===== src/rtl/mc_controller.sv =====
// Multi-cycle RV32I control unit: FETCH/DECODE/EXEC/MEM/WB sequencing with
// ready-handshaked memories, illegal/timeout traps and a retired-instruction counter.
module mc_controller #(
  parameter int MEM_TIMEOUT = 16,
  parameter int TIMEOUT_W   = 8,
  parameter int RETIRE_W    = 32
) (
  input  logic                i_clk,
  input  logic                i_reset,
  input  logic [31:0]         i_inst,
  input  logic                i_br_less,
  input  logic                i_br_equal,
  input  logic                i_imem_rdy,
  input  logic                i_dmem_rdy,
  output logic                o_imem_req,
  output logic                o_dmem_req,
  output logic                o_dmem_we,
  output logic                o_ir_we,
  output logic                o_pc_we,
  output logic                o_pc_sel,
  output logic [3:0]          o_alu_op,
  output logic [1:0]          o_alu_a_sel,
  output logic                o_alu_b_sel,
  output logic [2:0]          o_imm_sel,
  output logic [1:0]          o_wb_sel,
  output logic                o_reg_wen,
  output logic                o_br_un,
  output logic                o_retire,
  output logic [RETIRE_W-1:0] o_retire_cnt,
  output logic                o_trap,
  output logic [1:0]          o_trap_cause
);

  typedef enum logic [2:0] {S_FETCH, S_DECODE, S_EXEC, S_MEM, S_WB, S_TRAP} state_t;
  typedef enum logic [3:0] {
    C_ILL, C_R, C_IALU, C_LUI, C_AUIPC, C_JAL, C_JALR, C_BR, C_LOAD, C_STORE
  } cls_t;

  localparam logic [6:0] OP_R     = 7'b0110011;
  localparam logic [6:0] OP_IALU  = 7'b0010011;
  localparam logic [6:0] OP_LUI   = 7'b0110111;
  localparam logic [6:0] OP_AUIPC = 7'b0010111;
  localparam logic [6:0] OP_JAL   = 7'b1101111;
  localparam logic [6:0] OP_JALR  = 7'b1100111;
  localparam logic [6:0] OP_BR    = 7'b1100011;
  localparam logic [6:0] OP_LOAD  = 7'b0000011;
  localparam logic [6:0] OP_STORE = 7'b0100011;

  localparam logic [3:0] ALU_ADD  = 4'd0;
  localparam logic [3:0] ALU_SUB  = 4'd1;
  localparam logic [3:0] ALU_SLT  = 4'd2;
  localparam logic [3:0] ALU_SLTU = 4'd3;
  localparam logic [3:0] ALU_XOR  = 4'd4;
  localparam logic [3:0] ALU_OR   = 4'd5;
  localparam logic [3:0] ALU_AND  = 4'd6;
  localparam logic [3:0] ALU_SLL  = 4'd7;
  localparam logic [3:0] ALU_SRL  = 4'd8;
  localparam logic [3:0] ALU_SRA  = 4'd9;

  localparam logic [1:0] A_RS1  = 2'b00;
  localparam logic [1:0] A_PC   = 2'b01;
  localparam logic [1:0] A_ZERO = 2'b10;
  localparam logic [2:0] IMM_I = 3'b000;
  localparam logic [2:0] IMM_S = 3'b001;
  localparam logic [2:0] IMM_B = 3'b010;
  localparam logic [2:0] IMM_U = 3'b011;
  localparam logic [2:0] IMM_J = 3'b100;
  localparam logic [1:0] WB_MEM = 2'b00;
  localparam logic [1:0] WB_ALU = 2'b01;
  localparam logic [1:0] WB_PC4 = 2'b10;
  localparam logic [1:0] CAUSE_ILL  = 2'b00;
  localparam logic [1:0] CAUSE_IMEM = 2'b01;
  localparam logic [1:0] CAUSE_DMEM = 2'b10;

  localparam bit TIMEOUT_EN = (MEM_TIMEOUT != 0);
  localparam logic [TIMEOUT_W-1:0] WAIT_LIMIT =
    TIMEOUT_EN ? TIMEOUT_W'(MEM_TIMEOUT - 1) : '0;

  state_t                state, state_next;
  cls_t                  cls;
  logic [TIMEOUT_W-1:0]  wait_cnt;
  logic [RETIRE_W-1:0]   retire_cnt;
  logic [1:0]            cause_q, cause_next;
  logic [3:0]            alu_fn;
  logic [1:0]            a_sel;
  logic                  b_sel;
  logic [2:0]            imm_sel;
  logic                  taken;
  logic                  wait_expired;
  logic                  mem_wait;

  logic [6:0] opcode;
  logic [2:0] funct3;
  logic       unused_inst;

  assign opcode      = i_inst[6:0];
  assign funct3      = i_inst[14:12];
  assign unused_inst = ^{i_inst[31], i_inst[29:15], i_inst[11:7]};

  // opcode[1:0] is part of every legal opcode, so a non-11 low pair falls to C_ILL
  always_comb begin
    cls = C_ILL;
    case (opcode)
      OP_R:     cls = C_R;
      OP_IALU:  cls = C_IALU;
      OP_LUI:   cls = C_LUI;
      OP_AUIPC: cls = C_AUIPC;
      OP_JAL:   cls = C_JAL;
      OP_JALR:  if (funct3 == 3'b000) cls = C_JALR;
      OP_BR:    if (funct3[2:1] != 2'b01) cls = C_BR;
      OP_LOAD:  cls = C_LOAD;
      OP_STORE: cls = C_STORE;
      default:  cls = C_ILL;
    endcase
  end

  always_comb begin
    alu_fn = ALU_ADD;
    if (cls == C_R || cls == C_IALU) begin
      case (funct3)
        3'b000:  alu_fn = (cls == C_R && i_inst[30]) ? ALU_SUB : ALU_ADD;
        3'b001:  alu_fn = ALU_SLL;
        3'b010:  alu_fn = ALU_SLT;
        3'b011:  alu_fn = ALU_SLTU;
        3'b100:  alu_fn = ALU_XOR;
        3'b101:  alu_fn = i_inst[30] ? ALU_SRA : ALU_SRL;
        3'b110:  alu_fn = ALU_OR;
        default: alu_fn = ALU_AND;
      endcase
    end
  end

  always_comb begin
    a_sel   = A_RS1;
    b_sel   = 1'b1;
    imm_sel = IMM_I;
    case (cls)
      C_R:     b_sel = 1'b0;
      C_LUI:   begin a_sel = A_ZERO; imm_sel = IMM_U; end
      C_AUIPC: begin a_sel = A_PC;   imm_sel = IMM_U; end
      C_JAL:   begin a_sel = A_PC;   imm_sel = IMM_J; end
      C_BR:    begin a_sel = A_PC;   imm_sel = IMM_B; end
      C_STORE: imm_sel = IMM_S;
      default: ;
    endcase
  end

  always_comb begin
    case (funct3)
      3'b000:         taken = i_br_equal;
      3'b001:         taken = ~i_br_equal;
      3'b100, 3'b110: taken = i_br_less;
      3'b101, 3'b111: taken = ~i_br_less;
      default:        taken = 1'b0;
    endcase
  end

  assign wait_expired = TIMEOUT_EN && (wait_cnt == WAIT_LIMIT);
  assign mem_wait     = (state == S_FETCH && !i_imem_rdy) || (state == S_MEM && !i_dmem_rdy);

  // Everything is gated by i_reset so outputs drop the instant reset rises.
  always_comb begin
    state_next  = state;
    cause_next  = cause_q;
    o_imem_req  = 1'b0;
    o_dmem_req  = 1'b0;
    o_dmem_we   = 1'b0;
    o_ir_we     = 1'b0;
    o_pc_we     = 1'b0;
    o_pc_sel    = 1'b0;
    o_alu_op    = ALU_ADD;
    o_alu_a_sel = A_RS1;
    o_alu_b_sel = 1'b0;
    o_imm_sel   = IMM_I;
    o_wb_sel    = WB_MEM;
    o_reg_wen   = 1'b0;
    o_br_un     = 1'b0;
    o_retire    = 1'b0;
    o_trap      = 1'b0;
    if (!i_reset) begin
      case (state)
        S_FETCH: begin
          o_imem_req = 1'b1;
          if (i_imem_rdy) begin
            o_ir_we    = 1'b1;
            state_next = S_DECODE;
          end else if (wait_expired) begin
            state_next = S_TRAP;
            cause_next = CAUSE_IMEM;
          end
        end
        S_DECODE: begin
          if (cls == C_ILL) begin
            state_next = S_TRAP;
            cause_next = CAUSE_ILL;
          end else begin
            state_next = S_EXEC;
          end
        end
        S_EXEC: begin
          o_alu_op    = alu_fn;
          o_alu_a_sel = a_sel;
          o_alu_b_sel = b_sel;
          o_imm_sel   = imm_sel;
          state_next  = S_FETCH;
          case (cls)
            C_R, C_IALU, C_LUI, C_AUIPC: begin
              o_reg_wen = 1'b1;
              o_wb_sel  = WB_ALU;
              o_pc_we   = 1'b1;
              o_retire  = 1'b1;
            end
            C_JAL, C_JALR: begin
              o_reg_wen = 1'b1;
              o_wb_sel  = WB_PC4;
              o_pc_we   = 1'b1;
              o_pc_sel  = 1'b1;
              o_retire  = 1'b1;
            end
            C_BR: begin
              o_pc_we  = 1'b1;
              o_pc_sel = taken;
              o_br_un  = funct3[1];
              o_retire = 1'b1;
            end
            C_LOAD, C_STORE: state_next = S_MEM;
            default: begin
              state_next = S_TRAP;
              cause_next = CAUSE_ILL;
            end
          endcase
        end
        S_MEM: begin
          o_alu_op    = alu_fn;
          o_alu_a_sel = a_sel;
          o_alu_b_sel = b_sel;
          o_imm_sel   = imm_sel;
          o_dmem_req  = 1'b1;
          o_dmem_we   = (cls == C_STORE);
          if (i_dmem_rdy) begin
            if (cls == C_STORE) begin
              o_pc_we    = 1'b1;
              o_retire   = 1'b1;
              state_next = S_FETCH;
            end else begin
              state_next = S_WB;
            end
          end else if (wait_expired) begin
            state_next = S_TRAP;
            cause_next = CAUSE_DMEM;
          end
        end
        S_WB: begin
          o_reg_wen  = 1'b1;
          o_wb_sel   = WB_MEM;
          o_pc_we    = 1'b1;
          o_retire   = 1'b1;
          state_next = S_FETCH;
        end
        default: o_trap = 1'b1;
      endcase
    end
  end

  always_ff @(posedge i_clk or posedge i_reset) begin
    if (i_reset) begin
      state      <= S_FETCH;
      cause_q    <= '0;
      wait_cnt   <= '0;
      retire_cnt <= '0;
    end else begin
      state   <= state_next;
      cause_q <= cause_next;
      if (state_next != state)
        wait_cnt <= '0;
      else if (mem_wait)
        wait_cnt <= wait_cnt + TIMEOUT_W'(1);
      if (o_retire)
        retire_cnt <= retire_cnt + RETIRE_W'(1);
    end
  end

  assign o_retire_cnt = retire_cnt;
  assign o_trap_cause = cause_q;

endmodule


===== config.mk =====
export PLATFORM = sky130hd
export DESIGN_NAME = mc_controller
export DESIGN_NICKNAME = d
export VERILOG_FILES = /design/src/rtl/mc_controller.sv
export SDC_FILE = /design/constraint.sdc
export NUM_CORES = 1
export LEC_CHECK = 0
export CAP_MARGIN = 20
export CORE_ASPECT_RATIO = 0.6
export CORE_MARGIN = 1.5
export CORE_UTILIZATION = 65
export DETAILED_ROUTE_END_ITERATION = 6
export DONT_BUFFER_PORTS = 1
export PLACE_DENSITY = 0.8
export SETUP_SLACK_MARGIN = 0.02
export SLEW_MARGIN = 20
export SYNTH_ARGS = -nofsm -noshare
export SYNTH_HDL_FRONTEND = slang
export SYNTH_SLANG_ARGS = --single-unit

===== constraint.sdc =====
create_clock -name i_clk -period 9 [get_ports i_clk]
set_input_delay 2.7 -clock i_clk [delete_from_list [all_inputs] [get_ports i_clk]]
set_output_delay 2.7 -clock i_clk [all_outputs]
set_load 0.01 [all_outputs]

## Word level (Yosys, flattened, before mapping)

Index checks and enable logic that the tools add are counted.

- Output and inout bits: 56
- Word-level logic and storage cells: 136
- Register bits: 45
- Bits of input ports: 38

- Multiplexer cells: 64
- Equality and inequality tests: 38
- Bitwise logic cells: 3
- Add/subtract/negate cells: 2
- Reductions and logical operators: 25

Operator list:

| operator | number |
|---|---|
| $pmux 4 s9 | 1 |
| $add 32x1->32 const B | 1 |
| $mux 3 | 10 |
| $pmux 4 s7 | 1 |
| $mux 1 | 27 |
| $eq 7x6->1 const B | 3 |
| $eq 7x7->1 const B | 3 |
| $mux 2 | 10 |
| $eq 4x3->1 const B | 4 |
| $mux 8 | 2 |
| $eq 3x3->1 const B | 5 |
| $pmux 3 s5 | 1 |
| $eq 7x5->1 const B | 2 |
| $eq 3x2->1 const B | 4 |
| $mux 4 | 3 |
| $ne 2x2->1 const B | 6 |
| $pmux 3 s4 | 1 |
| $reduce_or 2->1 | 6 |
| $reduce_or 9->1 | 1 |
| $add 8x1->8 const B | 1 |
| $eq 4x2->1 const B | 2 |
| $eq 4x4->1 const B | 2 |
| $eq 8x4->1 const B | 1 |
| $pmux 2 s2 | 2 |
| other kinds (24) | 33 |

## Depth between registers and ports, before layout

- Depth in word-level cells: 10
- Mapped depth: 10
- Depth with buffers taken out: 8

## Worst setup path after synthesis

OpenSTA, ideal clock, no wires.

- Path type: input to output
- From: input port i_inst[14]
- To: output port o_retire
- Stages on the path: 9
- Slack: 1.878 ns
- Buffers on the path: 3
- Data required time: 6.300 ns
- Data arrival time: 4.422 ns
- Path through: buf_6 nand2b_4 and4_1 buf_6 o311ai_2 a311oi_2 nor2_1 inv_2 buf_4

- Word-level cells in the longest chain between the ends: 8
- Elaborated cells on any way between the ends: 19
- Those cells by class: eq/ne: 9; mux: 8; reduce/logical: 2

Ends and longest elaborated chain:

| what | RTL line | RTL |
|---|---|---|
| start: declaration | 10 | `input logic [31:0] i_inst,` |
| $ne 2x1->1 / $logic_not 3->1 (equally long branches) | 110, 109 |  |
| $mux 3 (on tied branches) | 110, 109 |  |
| $pmux 4 s9 (*) | 103 | `case (opcode)` |
| $eq 4x2->1, or another cell as far along | - |  |
| $reduce_or 7->1 (no line) / $mux 1 (equally long branches) | - |  |
| $mux 1 (on tied branches) | - |  |
| $pmux 1 s3 (*) | - |  |
| $mux 1 (*) | - |  |
| end: declaration | 28 | `output logic o_retire,` |

Every way passes the cells marked *; elsewhere a longest branch is shown, timed or not.

## Worst setup path after layout

- From: input port i_inst[3]
- To: output port o_retire

- Word-level cells in the longest chain between the ends: 7
- Elaborated cells on any way between the ends: 24
- Those cells by class: eq/ne: 17; mux: 6; reduce/logical: 1

Ends and longest elaborated chain:

| what | RTL line |
|---|---|
| $eq 7x6->1, or another cell as far along | 103 |
| $pmux 4 s9 (*) | 103 |
| $eq 4x2->1, or another cell as far along | - |
| $reduce_or 7->1 (no line) / $mux 1 (equally long branches) | - |
| $mux 1 (on tied branches) | - |
| $pmux 1 s3 (*) | - |
| $mux 1 (*) | - |

Marked as above.

==> reports/results.ini <==
[outcome]
status = completed

[timing]
max_freq_ghz = 0.137
layout_setup_ws_ns = 1.72
worst_pin_slew_ns = 0.922
fin_worst_skew_ns = 0.0122
whs_ns = 0.541
setup_tns_ns = 0
finalHoldViolations = 0
slew_violations = 0
period_share_pct = 80.9
slew_headroom_pct = 38.4
grt_setup_unrepaired = false
finalSetupViolCount = 0
min_period_ns = 7.28

[synthesis]
avgSynthCellArea_um2 = 9.16
yosys-top-cells-count = dfrtp_1, nand2_1, nor2_1, xor2_1, xnor2_1
synth_compound_gate_area_share_pct = 12.7
synth_top_area_cell = dfrtp_1
yosys-top-cells-area = dfrtp_1, xor2_1, xnor2_1, nand2_1, nor2_1
ys_seq_elements = 45
synth_top_area_share_pct = 37.7
synth_simple_gate_area_share_pct = 30.4
ys_seq_area_share_pct = 37.7
yosys_warnings = 0
yosysMostFrequentCell = dfrtp_1
async_flop_share_pct = 100
synth_xor_area_share_pct = 12.0
synth_area_um2 = 2990
ys.flop_type = dfrtp_1
synth_fa_ha_area_share_pct = 0.838
synth_mux_area_share_pct = 0.335
syn_nets = 366
synth_top_family_by_area = simple AND/OR/NAND/NOR gates
synth_edf_count = 0
syn_inst = 326
yosysUniqueCellTypes = 68

[route]
antenna_left = 0
met3WireLength_um = 620
drc_errors = 0
wl_per_cell_um = 18.3
met1_length_mm = 3.31
top_layer = met4
vias_per_cell = 6.55
wl_mm = 6.98
drtPass1Iterations = 5
met2_length_mm = 2.94
num_vias = 2497
drtIter0Drc = 179

[grt]
grt_pass1_vias = 2320
grt_pass1_wl_mm = 11.7
grt_max_degree = 48
grt_use_total_pct = 29.3
globalRouteOverflowTotal = 0
grt_antenna_before_repair = 0

[power]
p_seq_share_pct = 44.7
peakVddDrop_uv = 138
clkPwrFrac_pct = 28.5
p_switching_w = 0.000242
combPwrFrac_pct = 26.8
sw_frac_of_total_pct = 37.4
leakagePower_nw = 1.27
power_density_nw_per_um2 = 210
p_int_w = 0.000405

[die]
placementRows = 18
die_y_um = 55.5
fp.dieW_um = 90.5
core-area_um2 = 4260
initial_utilization_pct = 70.2
dieArea_um2 = 5020
io_pins = 94

[placement]
hpwl_mm = 5.18
dpl_worst_slack_ns = 1.71
port_buffers = 0
dpl.cell_count = 373
gp_congestion = 0.932

[worst_setup_path]
cp.buffers_inverters = 2
cp_slowest_cell = or4_1
path_cells = nand3b_1, or4_1, nand2b_1, a21oi_1, nor2_1, buf_4, inv_2
crit_family = simple AND/OR/NAND/NOR gates
cp-end-kind = output pin
cp.arrival_ns = 4.58
required_ns = 6.30
critPathKind = input port to output pin
critPathMaxFanout = 16
startpoint_type = input port
cpPeakStageDelay_ns = 0.61

[cts]
path_clk_slew_ns = 0.09
h-tree-depth = 2
cts_resized = 0
cts_buffer_depth = 2
cts.sinks = 45
ctsRootBufferMaster = clkbuf_8
clk_latency_ns = 0.30
cts_setup_buffers = 0
numCtsBuffers = 5
cts_tree = yes
cts.hold.buffers_added = 0

[cells_and_area]
syn2layout_area_growth_pct = 2.93
fin_util_pct = 72.2
layout.nets = 360
final_layout_size_suffix_gt1_share_pct = 12.5
antenna-diode-count = 0
instances_no_fill = 381

[job]
drv_cap = 0

[hold_path]
holdCritPathClass = register to register

state kept, by name, summed over array words and instances, names as in the netlist:
register      flops
o_retire_cnt     32
state             3
o_trap_cause      2
wait_cnt          8
path summary, 6_finish.rpt:
check | startpoint | end | slack [ns] | cells after the start
setup / recovery | i_inst[3] | o_retire | 1.72 | 7
hold / removal | o_retire_cnt[31]$_DFFE_PP0P_ | o_retire_cnt[31]$_DFFE_PP0P_ | 0.54 | 1
setup reg to reg | state[1]$_DFF_PP0_ | wait_cnt[2]$_DFFE_PP0P_ | 6.29 | 7
hold reg to reg | o_retire_cnt[31]$_DFFE_PP0P_ | o_retire_cnt[31]$_DFFE_PP0P_ | 0.54 | 1
max in group asynchronous | i_reset | o_retire_cnt[4]$_DFFE_PP0P_ | 5.94 | 1
min in group asynchronous | i_reset | o_trap_cause[1]$_DFFE_PP0P_ | 2.46 | 1
placed cells by master (no fill, tap or decap), types with 3 or more instances in the layout:
cell type,count
a21oi_1,10
and3_1,12
clkbuf_8,5
dfrtp_1,45
inv_1,10
nand2_1,30
nand3_1,17
nand3b_1,3
nand4_1,7
nor2_1,30
nor2_2,8
nor2b_1,3
nor3_1,16
nor4_1,6
nor4b_1,4
o21ai_0,7
o221ai_1,3
or3_1,4
xnor2_1,20
xor2_1,21
stage by stage:
step | total power (W) | instance area [um^2]
2_1_floorplan | 0.000454 | 2990
3_3_place_gp | 0.000457 | 2940
3_5_place_dp | 0.000462 | 2940
4_1_cts | 0.000645 | 3070
5_1_grt | 0.000684 | 3070
6_report | 0.000647 | 3070
kinds of logic after synthesis:
kind of cell    Yosys count
simple gates            164
compound gates           47
flops                    45
xor+xnor                 41
buf+inv                  26
fa+ha+maj                 2
mux                       1
cell type report:
type                       count  area (um^2)
multi-input combinational    255         1680
fill                         312         1180
sequential                    45         1130
tap                           60         75.1
clock buffer                   5         68.8
clock inverter                 3         68.8
inverter                      12         45.0
timing repair buffer           1         7.51
layer usage:
layer	global-route usage [%]	up-vias
met5	0	-
met4	9.07	0
met3	9.92	13
met2	39.7	115
met1	43.7	1212
li1	-	1157
power groups by stage:
stage | Clock (W) | Sequential [W] | Combinational [W]
after floorplan | 0 | 0.000259 | 0.000194
after global placement | 0 | 0.000289 | 0.000167
after detailed placement | 0 | 0.000291 | 0.000171
after CTS | 0.000187 | 0.000287 | 0.000172
after global routing | 0.000197 | 0.000295 | 0.000193
final | 0.000184 | 0.000289 | 0.000173
Power figures use the tool's default switching activity.
==> variant (same settings) <==
Encoding of `state_t`: now Gray code (3 bits for 6 states).
--- a/src/rtl/mc_controller.sv
+++ b/src/rtl/mc_controller.sv
@@ -33,3 +33,3 @@
 
-  typedef enum logic [2:0] {S_FETCH, S_DECODE, S_EXEC, S_MEM, S_WB, S_TRAP} state_t;
+  typedef enum logic [2:0] {S_FETCH = 3'b000, S_DECODE = 3'b001, S_EXEC = 3'b011, S_MEM = 3'b010, S_WB = 3'b110, S_TRAP = 3'b111} state_t;
   typedef enum logic [3:0] {
Function: same outputs for any inputs over 10 cycles, from zero or initial values and one cycle with i_reset high; not proved beyond that.
==> variant against the unedited design <==
- wire length is 3.4% higher
- sequential cell count stayed put
- total power is 12% lower
- final cell count is 1.3% higher
- synthesized area is 2.2% lower
- setup slack worse by 93 ps
- register-to-register slack worse by 260 ps
- final area is 0.85% lower
==> variant: results (changes against the unedited design) <==
Run status
  – Outcome: completed

Synth
  – Commonest cells post-synth: dfrtp_1 (45), nor2_1 (39), nand2_1 (25), xor2_1 (21), xnor2_1 (20)
  – Ranking of synthesized cells by area: dfrtp_1 (39%), xor2_1 (6.3%), xnor2_1 (6.0%)
  – Synthesized area per cell: 8.721 sq um (-4.8%)
  – Yosys cell types: 60 (-12%)
  – Post-synthesis sequential area ratio: 38.54% (+0.84 points)

Global route
  – GR Util All Layers: 30.10% (+0.75 points)
  – Vias in the first global route: 2,190 (-5.6%)
  – First-pass GRT wire length: 10,930 um (-6.3%)
  – Met2 GRT Util: 38.18% (-1.6 points)
  – Grt met3 use: 7.864% (-2.1 points)

Timing
  – Fin Clk Skew: 7.579 ps (-4.670 ps)
  – Slew HR: 38.24% (-0.20 points)

Placement
  – Placed Cells: 378 (+1.3%)
  – Final Wtd Congestion: 0.9161 (-1.7%)
  – Placed Instance Area: 2924 sq um (-0.43%)
  – Post-DP HPWL: 5386 um (+4.0%)

Critical path
  – Max Fanout on Critical Path: 10 (-6)
  – CP arrival: 4680 ps (+100 ps)
  – Reg-to-reg setup timing slack: 6030 ps (-260 ps)

Routing
  – Final wirelength: 7217 um (+3.4%)
  – Wire length per cell: 18.70 um (+2.0%)
  – Vias: 2,575 (+3.1%)

Power
  – Leakage: 1.302 nW (+2.7%)
  – Pint: 0.3626 mW (-10%)

Layout
  – Layout cells sized above 1: 6.442% (-6.0 points)
-- variant: changes by cell type after synthesis, moves of 4 or more --
cell      delta
clkbuf_1     +9
nor4_1       +4
nand2_1      -5
nor2b_1      +4
nor2_2       -7
nand4_1      +7
nor2_1       +9
buf_6        -4
clkbuf_8     -4
-- variant: final cells by class --
class                   count  area [sq um]  area share [%]
multi-input cells         262          1682           55.17
flip-flops and latches     45          1126           36.95
well taps                  60         75.07           2.463
clock buffers               5         68.82           2.258
inverters                  11         41.29           1.355
clock inverters             2         35.03           1.149
repair buffers              1         20.02          0.6568
-- variant: critical path: stages --
cell	delay, ps
mux2_2	330
o31ai_4	250
and2_1	190
nand2_1	80
or3_1	310
a2111oi_0	810
-- variant: cells by family after synthesis --
group | share of synthesized area [%]
adders and majority gates | 0.8564
DFF | 38.54
and+or+nand+nor | 30.92
buffers and inverters | 3.897
muxes | 1.071
xor gates and xnor gates | 12.29
AOI/OAI and AO/OA | 12.42
-- variant: final timing paths --
check                                              from                            to
min                        o_retire_cnt[31]$_DFFE_PP0P_  o_retire_cnt[31]$_DFFE_PP0P_
max                                           i_inst[4]                  o_imm_sel[0]
max reg2reg                          state[2]$_DFF_PP0_   o_retire_cnt[8]$_DFFE_PP0P_
max in group asynchronous                       i_reset       wait_cnt[4]$_DFFE_PP0P_
min reg2reg                o_retire_cnt[31]$_DFFE_PP0P_  o_retire_cnt[31]$_DFFE_PP0P_
min in group asynchronous                       i_reset  o_retire_cnt[28]$_DFFE_PP0P_
-- variant: routing by layer --
metal / wire (um) / vias up
met5: 0 / -
met4: 35 / 0
met3: 795 / 7
met2: 2826 / 140
met1: 3560 / 1249
li1: - / 1179
-- variant: power by group through the flow --
stage	Sequential, mW	Clock (mW)	Combinational [mW]
after global routing	0.276	0.155	0.172
after detailed placement	0.273	0	0.151
final	0.270	0.147	0.154
after floorplan	0.243	0	0.153
after global placement	0.272	0	0.146
after CTS	0.269	0.146	0.151
-- variant: through the flow --
stage | setup WS, ps | total power [mW] | util [%] | hold slack (ps)
after floorplan | 1655 | 0.3958 | - | 503.9
after global placement | 1641 | 0.4189 | 69.43 | 522.4
after detailed placement | 1643 | 0.4245 | 69.43 | 527.3
after CTS | 1631 | 0.5672 | 71.90 | 539.6
after global routing | 1516 | 0.6031 | 72.37 | 560.7
final | 1623 | 0.5714 | 72.37 | 536.0
